### config.mk
export PLATFORM = sky130hd
export DESIGN_NAME = fnd_scan_driver
export DESIGN_NICKNAME = d
export VERILOG_FILES = /design/src/rtl/fnd_scan_driver.sv
export SDC_FILE = /design/constraint.sdc
export NUM_CORES = 1
export LEC_CHECK = 0
export ABC_AREA = 1
export CAP_MARGIN = 20
export CORE_AREA = 2 2 122 94
export DETAILED_ROUTE_END_ITERATION = 16
export DIE_AREA = 0 0 124 96
export PLACE_DENSITY = 0.72
export RECOVER_POWER = 25
export SYNTH_ARGS = -nofsm -noshare
export SYNTH_HDL_FRONTEND = slang
export SYNTH_SLANG_ARGS = --single-unit
### constraint.sdc
create_clock -name clk -period 2.35 [get_ports clk]
set_input_delay 0.5875 -clock clk [delete_from_list [all_inputs] [get_ports clk]]
set_output_delay 0.5875 -clock clk [all_outputs]
set_load 0.01 [all_outputs]
### src/rtl/fnd_scan_driver.sv
// fnd_scan_driver
//   Time-multiplexes a latched 32-bit word as eight hex digits onto a shared
//   7-segment bus (digit select active-low, segments {dp,g,f,e,d,c,b,a}).
//   New words are staged in a pending register and promoted to the display
//   register only at frame boundaries, so a frame never mixes two words.
//   Each digit slot starts with a short blanking window to suppress ghosting.
//
//   Optional feature (macro FND_LZB_EN): leading-zero blanking. When defined,
//   digits above the highest nonzero nibble are kept dark unless their
//   decimal point is set; digit 0 is always shown. When undefined, all eight
//   digits are scanned and no mask logic exists.
module fnd_scan_driver #(
  parameter int SCAN_DIV       = 100000,
  parameter int BLANK_CYC      = 16,
  parameter int SEG_ACTIVE_LOW = 1
) (
  input  logic        clk,
  input  logic        reset,
  input  logic [31:0] data_in,
  input  logic [7:0]  dp_in,
  input  logic        data_valid,
  input  logic        blank,
  output logic [7:0]  digit,
  output logic [7:0]  fnd,
  output logic        frame_done
);

  // Slot counter width; SCAN_DIV >= 2 so this is always at least 1.
  localparam int CNT_W = (SCAN_DIV > 1) ? $clog2(SCAN_DIV) : 1;

  localparam logic [CNT_W-1:0] TC_VAL     = CNT_W'(SCAN_DIV - 1);
  localparam logic [CNT_W-1:0] PRE_TC_VAL = CNT_W'(SCAN_DIV - 2);
  localparam logic [CNT_W-1:0] BLANK_VAL  = CNT_W'(BLANK_CYC);

  // Segment bus value that lights nothing, for either polarity.
  localparam logic [7:0] SEG_OFF = (SEG_ACTIVE_LOW != 0) ? 8'hFF : 8'h00;

  // Hex nibble to active-high gfedcba pattern.
  function automatic logic [6:0] seg_encode(input logic [3:0] nib);
    logic [6:0] seg;
    case (nib)
      4'h0:    seg = 7'h3F;
      4'h1:    seg = 7'h06;
      4'h2:    seg = 7'h5B;
      4'h3:    seg = 7'h4F;
      4'h4:    seg = 7'h66;
      4'h5:    seg = 7'h6D;
      4'h6:    seg = 7'h7D;
      4'h7:    seg = 7'h07;
      4'h8:    seg = 7'h7F;
      4'h9:    seg = 7'h6F;
      4'hA:    seg = 7'h77;
      4'hB:    seg = 7'h7C;
      4'hC:    seg = 7'h39;
      4'hD:    seg = 7'h5E;
      4'hE:    seg = 7'h79;
      default: seg = 7'h71;
    endcase
    return seg;
  endfunction

  // Map an active-high {dp,gfedcba} pattern onto the board's segment polarity.
  function automatic logic [7:0] seg_polarity(input logic [7:0] seg_hi);
    return (SEG_ACTIVE_LOW != 0) ? ~seg_hi : seg_hi;
  endfunction

  // Scan state
  logic [CNT_W-1:0] r_div_cnt;
  logic [2:0]       r_idx;

  // Displayed and pending words
  logic [31:0]      r_disp_data;
  logic [7:0]       r_disp_dp;
  logic [31:0]      r_pend_data;
  logic [7:0]       r_pend_dp;
  logic             r_pend_flag;

  // Registered outputs
  logic [7:0]       r_digit;
  logic [7:0]       r_fnd;
  logic             r_frame_done;

  // Combinational helpers
  logic             w_tc;
  logic             w_frame_bnd;
  logic             w_pre_bnd;
  logic             w_in_blank_win;
  logic [3:0]       w_nibble;
  logic             w_dp_bit;
  logic [7:0]       w_show_mask;
  logic [7:0]       w_digit_nxt;
  logic [7:0]       w_fnd_nxt;

  assign w_tc           = (r_div_cnt == TC_VAL);
  assign w_frame_bnd    = w_tc && (r_idx == 3'd7);
  assign w_pre_bnd      = (r_div_cnt == PRE_TC_VAL) && (r_idx == 3'd7);
  assign w_in_blank_win = (r_div_cnt < BLANK_VAL);
  assign w_nibble       = r_disp_data[{r_idx, 2'b00} +: 4];
  assign w_dp_bit       = r_disp_dp[r_idx];

`ifdef FND_LZB_EN
  // Leading-zero mask: walk from the top nibble down, a digit is shown once any
  // nibble at or above it is nonzero, or if its dp is lit; digit 0 always shows.
  always_comb begin
    logic w_seen_nz;
    w_show_mask = 8'h00;
    w_seen_nz   = 1'b0;
    for (int i = 7; i >= 0; i--) begin
      w_seen_nz      = w_seen_nz | (r_disp_data[4*i +: 4] != 4'h0);
      w_show_mask[i] = w_seen_nz | r_disp_dp[i] | (i == 0);
    end
  end
`else
  assign w_show_mask = 8'hFF;
`endif

  // Slot divider and digit index; idx steps at terminal count and wraps 7 -> 0.
  always_ff @(posedge clk) begin
    if (reset) begin
      r_div_cnt <= '0;
      r_idx     <= 3'd0;
    end else if (w_tc) begin
      r_div_cnt <= '0;
      r_idx     <= r_idx + 3'd1;
    end else begin
      r_div_cnt <= r_div_cnt + 1'b1;
    end
  end

  // Load path: stage strobed words, promote at frame boundary; a strobe that
  // lands on the boundary itself goes straight to the display (newest wins).
  always_ff @(posedge clk) begin
    if (reset) begin
      r_pend_data <= '0;
      r_pend_dp   <= '0;
      r_pend_flag <= 1'b0;
      r_disp_data <= '0;
      r_disp_dp   <= '0;
    end else begin
      if (data_valid) begin
        r_pend_data <= data_in;
        r_pend_dp   <= dp_in;
      end
      if (w_frame_bnd) begin
        r_pend_flag <= 1'b0;
        if (data_valid) begin
          r_disp_data <= data_in;
          r_disp_dp   <= dp_in;
        end else if (r_pend_flag) begin
          r_disp_data <= r_pend_data;
          r_disp_dp   <= r_pend_dp;
        end
      end else if (data_valid) begin
        r_pend_flag <= 1'b1;
      end
    end
  end

  // Next digit/segment drive for the current scan position.
  always_comb begin
    w_digit_nxt = 8'hFF;
    w_fnd_nxt   = SEG_OFF;
    if (!blank && !w_in_blank_win && w_show_mask[r_idx]) begin
      w_digit_nxt = ~(8'b1 << r_idx);
      w_fnd_nxt   = seg_polarity({w_dp_bit, seg_encode(w_nibble)});
    end
  end

  // Output registers; frame_done is registered one cycle early so it is high
  // exactly in the boundary cycle.
  always_ff @(posedge clk) begin
    if (reset) begin
      r_digit      <= 8'hFF;
      r_fnd        <= SEG_OFF;
      r_frame_done <= 1'b0;
    end else begin
      r_digit      <= w_digit_nxt;
      r_fnd        <= w_fnd_nxt;
      r_frame_done <= w_pre_bnd;
    end
  end

  assign digit      = r_digit;
  assign fnd        = r_fnd;
  assign frame_done = r_frame_done;

endmodule

### After elaboration in Yosys (flattened, before gate mapping)

Memories as Yosys holds them, arrays and structs flattened. A register that Yosys moved wholly into a read port is not among the register bits.
Index checks and enable logic that the tools add are counted.

| storage, ports and cells | value |
|---|---|
| bits in registers | 118 |
| memory bits (read-only) | 120 |
| input port bits | 44 |
| output and inout port bits | 17 |
| word-level logic and storage cells | 45 |
| memories kept | 2 |

Memory list:

| name | depth | bits a word | read ports | clocked after Yosys merged registers in | write ports | RTL line | RTL |
|---|---|---|---|---|---|---|---|
| (name not given) | 16 | 7 | 1 | 0 | 0 | 41 | `case (nib)` |
| (name not given) | 8 | 1 | 1 | 1 | 0 | 163 | `if (!blank && !w_in_blank_win && w_show_mask[r_idx]) begin` |

| cells by class | value |
|---|---|
| $add $sub $neg | 2 |
| order comparisons | 2 |
| equality and inequality tests | 3 |
| shift-type cells | 2 |
| muxes and demuxes | 10 |
| bitwise gates (word level) | 3 |
| reduce and logical (&&, ||, !) cells | 11 |

Operator list:

| operator | number |
|---|---|
| 32-bit 2-to-1 mux | 2 |
| 17-bit == test, second input constant | 2 |
| 32-bit by 6-bit indexed part select with 4-bit output | 1 |
| 17-bit by 1-bit adder with 17-bit output, second input constant | 1 |
| 17-bit by 5-bit < comparator with 1-bit output, second input constant | 1 |
| 8-bit 2-to-1 mux | 2 |
| 8-bit NOT | 2 |
| 1-bit by 3-bit << shifter with 8-bit output, first input constant | 1 |
| 7-bit 2-to-1 mux | 1 |
| 3-bit 2-to-1 mux | 2 |
| 2-bit OR reduction | 3 |
| 1-bit logical AND | 4 |
| 3-bit by 4-bit < comparator with 1-bit output, second input constant | 1 |
| 3-bit by 1-bit adder with 3-bit output, second input constant | 1 |
| 1-bit binary-select mux with 3-bit select | 1 |
| 3-bit == test, second input constant | 1 |
| 1-bit zero test | 2 |
| 1-bit 2-to-1 mux | 2 |
| 2-bit AND reduction | 1 |
| 2-bit nonzero test | 1 |
| 1-bit NOT | 1 |

### Longest topological paths before layout

| logic depth | value |
|---|---|
| depth in word-level cells | 6 |
| depth in mapped cells | 13 |
| mapped depth without buffers | 12 |

### Worst setup path after synthesis

No wires, ideal clock.

| timing path | value |
|---|---|
| path type | reg-to-reg |
| start point | register r_idx[0] |
| end point | register r_fnd[3], in the netlist fnd[3] |
| setup time | 122 ps |
| arrival | 1658 ps |
| data required time | 2228 ps |
| path slack | 570 ps |
| stages on the path, launching flop included | 13 |
| buffers on the path | 1 |
| period minus slack after synthesis | 1780 ps |
| cell sequence | dfxtp_1 -> inv_1 -> clkbuf_1 -> nand2_1 -> nand3_1 -> nand3_1 -> nand2_1 -> inv_1 -> ha_1 -> inv_1 -> nand3_1 -> nand3_1 -> nand3_1 |

| on the way | value |
|---|---|
| cells in the longest elaborated chain, start to end | 4 |

Ends and longest elaborated chain:

| what | RTL line | RTL |
|---|---|---|
| start, declared | 69 | `logic [2:0] r_idx;` |
| start signal, assigned | 124 | `r_idx <= r_idx + 3'd1;` |
| 32-bit by 6-bit indexed part select with 4-bit output | 98 | `assign w_nibble = r_disp_data[{r_idx, 2'b00} +: 4];` |
| memory 16 x 7 bit | - |  |
| 7-bit 2-to-1 mux | 163 |  |
| 8-bit NOT | 64 | `return (SEG_ACTIVE_LOW != 0) ? ~seg_hi : seg_hi;` |
| end signal, assigned | 178 | `r_fnd <= w_fnd_nxt;` |
| end, declared | 80 | `logic [7:0] r_fnd;` |

Every way passes these cells. The select of a mux whose other input is x is not followed.
A chain may end at the register's enable or synchronous reset.

### Final worst setup path

| timing path | value |
|---|---|
| start point | register r_idx[0] |
| end point | register r_fnd[0], in the netlist fnd[0] |

The elaborated chain is that of the path after synthesis.

==> metrics.txt <==
initial drt markers 351; core footprint 10700 um^2; final wirelength 11.9 mm; Ports 61; Port Buf Inserts 60; min-delay worst type flip-flop to flip-flop; Power Total 4970 uW; flop and latch count out of synthesis 118; CP delay by family, top simple AND/OR/NAND/NOR gates; critical path type flip-flop to flip-flop; fin area 6580 um^2; Finished Layout Cells 909; TNS Setup 0 ns; RR Startpoint r_idx[0]; commonest non-fill, non-tap cell in the layout nor2_1; final worst-path cycle share 88.0%; Num CTS Buffers 17; full die area 11900 um^2; CTS sink count 118; syn nets 756; Crit path arrival time 2.36 ns; estimated wirelength of the detail-placed design 8.48 mm; Req. time, crit path 2.64 ns; nets 814; CP cell instances inv_1, buf_4, nand2_1, nand3_1, nand2_1, nand2_1, nand2_1, inv_1, ha_1, inv_1, nand3_1, nand3_1, nand3_1; asr flop ratio synth 0%; WP buf/inv 4; Worst-Margin Slew 0.818 ns; hold path startpoint r_disp_data[24]; Syn Inst Count 698; final hold vios 0; ys flop type dfxtp_1; Worst Path Max Fanout 10; Critical Path Start Type flip-flop; CTS tree yes; total track usage 21.5%; Peak Freq 0.483 GHz; CTS HTree Levels 4; Yosys Warn Count 0; Worst VDD drop 0.000517 V; max cap viols 0; Worst slew margin 45.5%; vias per cell 5.14; reg2reg setup slack 0.28 ns; area added between synthesis and finish 25.3%; Starting Density 48.9%; CP max stage delay 0.47 ns; # rows 33; Crit-path slowest cell dfxtp_1; vias in the first global route 4316; Mapped Area 5250 um^2; EDFF count, synth 0; DRC viols 0; Final Max Tran Viols 0; Routed WL per cell 13.1 um; Setup crit end kind flip-flop; minimum clock period 2.07 ns; share of the yosys chip area belonging to registers 45.0%; Worst Reg-to-Reg Cells 13; Die X-Extent 124 um; Leak 0.00277 uW; Inserted Diodes 0; hold depth 2; Die Y 96 um; Post-DP Area 5970 um^2; Final setup violation count 0; commonest cells after routing, fill and taps aside nor2_1, nand2_1, dfxtp_1; outcome completed; Clock Path Buffers 2; # hold bufs at CTS 0; RSZ-0062 raised after global routing no; Post-DRT Antenna Nets 0; average footprint of a synthesized cell 7.52 um^2; worst setup path startpoint r_idx[0]; pin count of the biggest net entering global routing 42; first-pass GRT wire length 20.2 mm; Worst-path clk slew 0.05 ns; Skew-Pair Late Insertion Delay 0.41 ns; initial antenna violation count 0; PostCTS Resize Cnt 0; Post-Route Skew 0.00612 ns; cell count after placement 877; postcts setup bufs 0; Crit path depth 13; pwr dens 755 nW/um^2; Util after Layout 61.2%; DRT Pass-1 Iters 5; vias after detailed routing 4672; share of layout cells above drive strength 1 7.28%; GPL Wtd Cong 0.858; post-synthesis cell type count 27; grt ovf 0; root buffer cell clkbuf_16
## flip-flops by register name, indices dropped and copies added (netlist names)
register     flops
digit            8
fnd              8
frame_done       1
r_disp_data     32
r_disp_dp        8
r_div_cnt       17
r_idx            3
r_pend_data     32
r_pend_dp        8
r_pend_flag      1
## cell families (layout without fill, tap and decap cells)
group / count (synthesis) / in the layout / synth area share (%)
DFF: 118 / 118 / 45.0
AOI/OAI and AO/OA: 23 / 23 / 2.38
buffers and inverters: 97 / 168 / 7.82
adders and majority gates: 14 / 14 / 3.34
xor gates and xnor gates: 3 / 3 / 0.501
muxes: 40 / 40 / 7.63
and+or+nand+nor: 403 / 403 / 33.3
## cell usage after synthesis, types with 2 or more instances
| library cell | instances | area (um^2) |
|---|---|---|
| nand4_1 | 46 | 288 |
| o221ai_1 | 2 | 17.5 |
| buf_6 | 4 | 45.0 |
| nor2_1 | 156 | 586 |
| nor2_2 | 2 | 12.5 |
| nor3_1 | 10 | 50.1 |
| inv_1 | 55 | 206 |
| buf_1 | 4 | 15.0 |
| clkinv_1 | 2 | 7.51 |
| nor2_4 | 2 | 22.5 |
| a21oi_1 | 11 | 55.1 |
| nand2_1 | 130 | 488 |
| dfxtp_1 | 118 | 2360 |
| mux2i_1 | 40 | 400 |
| ha_1 | 14 | 175 |
| nand3_1 | 53 | 265 |
| xor2_1 | 2 | 17.5 |
| clkbuf_1 | 18 | 67.6 |
| buf_2 | 13 | 65.1 |
| o21ai_0 | 9 | 45.0 |
## routing by layer
metal	share of wire [%]	track usage, %	wire length (um)
met5	0	0	0
met4	1.1	7.77	130
met3	4.8	5.15	565
met2	45	33.7	5390
met1	49	29.1	5810
## cell type report
cell class	count	area, um^2
fill	976	4160
multi-input combinational	483	2470
sequential	118	2360
timing repair buffer	78	741
clock buffer	21	450
inverter	58	218
tap	140	175
clock inverter	11	155
## tightest hold or removal path, cell delays in order (launching register included)
cell	delay (ns)
dfxtp_1	0.32
nor2_1	0.05
nor2_1	0.07
## stage by stage
stage               worst slack, ns  hold WS [ns]
floorplan                     0.570         0.430
global placement              0.453         0.447
global route                 0.0570         0.480
detailed placement            0.346         0.461
CTS                           0.310         0.473
finish                        0.281         0.470
## final timing paths
check                          to
setup reg to reg           fnd[0]
hold reg to reg   r_disp_data[24]
hold / removal    r_disp_data[24]
setup / recovery           fnd[0]
## where the power goes
part,switching [uW],total [uW],internal (uW)
Sequential,13.5,2060,2050
Combinational,124,250,125
Clock,868,2650,1780
Power figures use the tool's default switching activity.
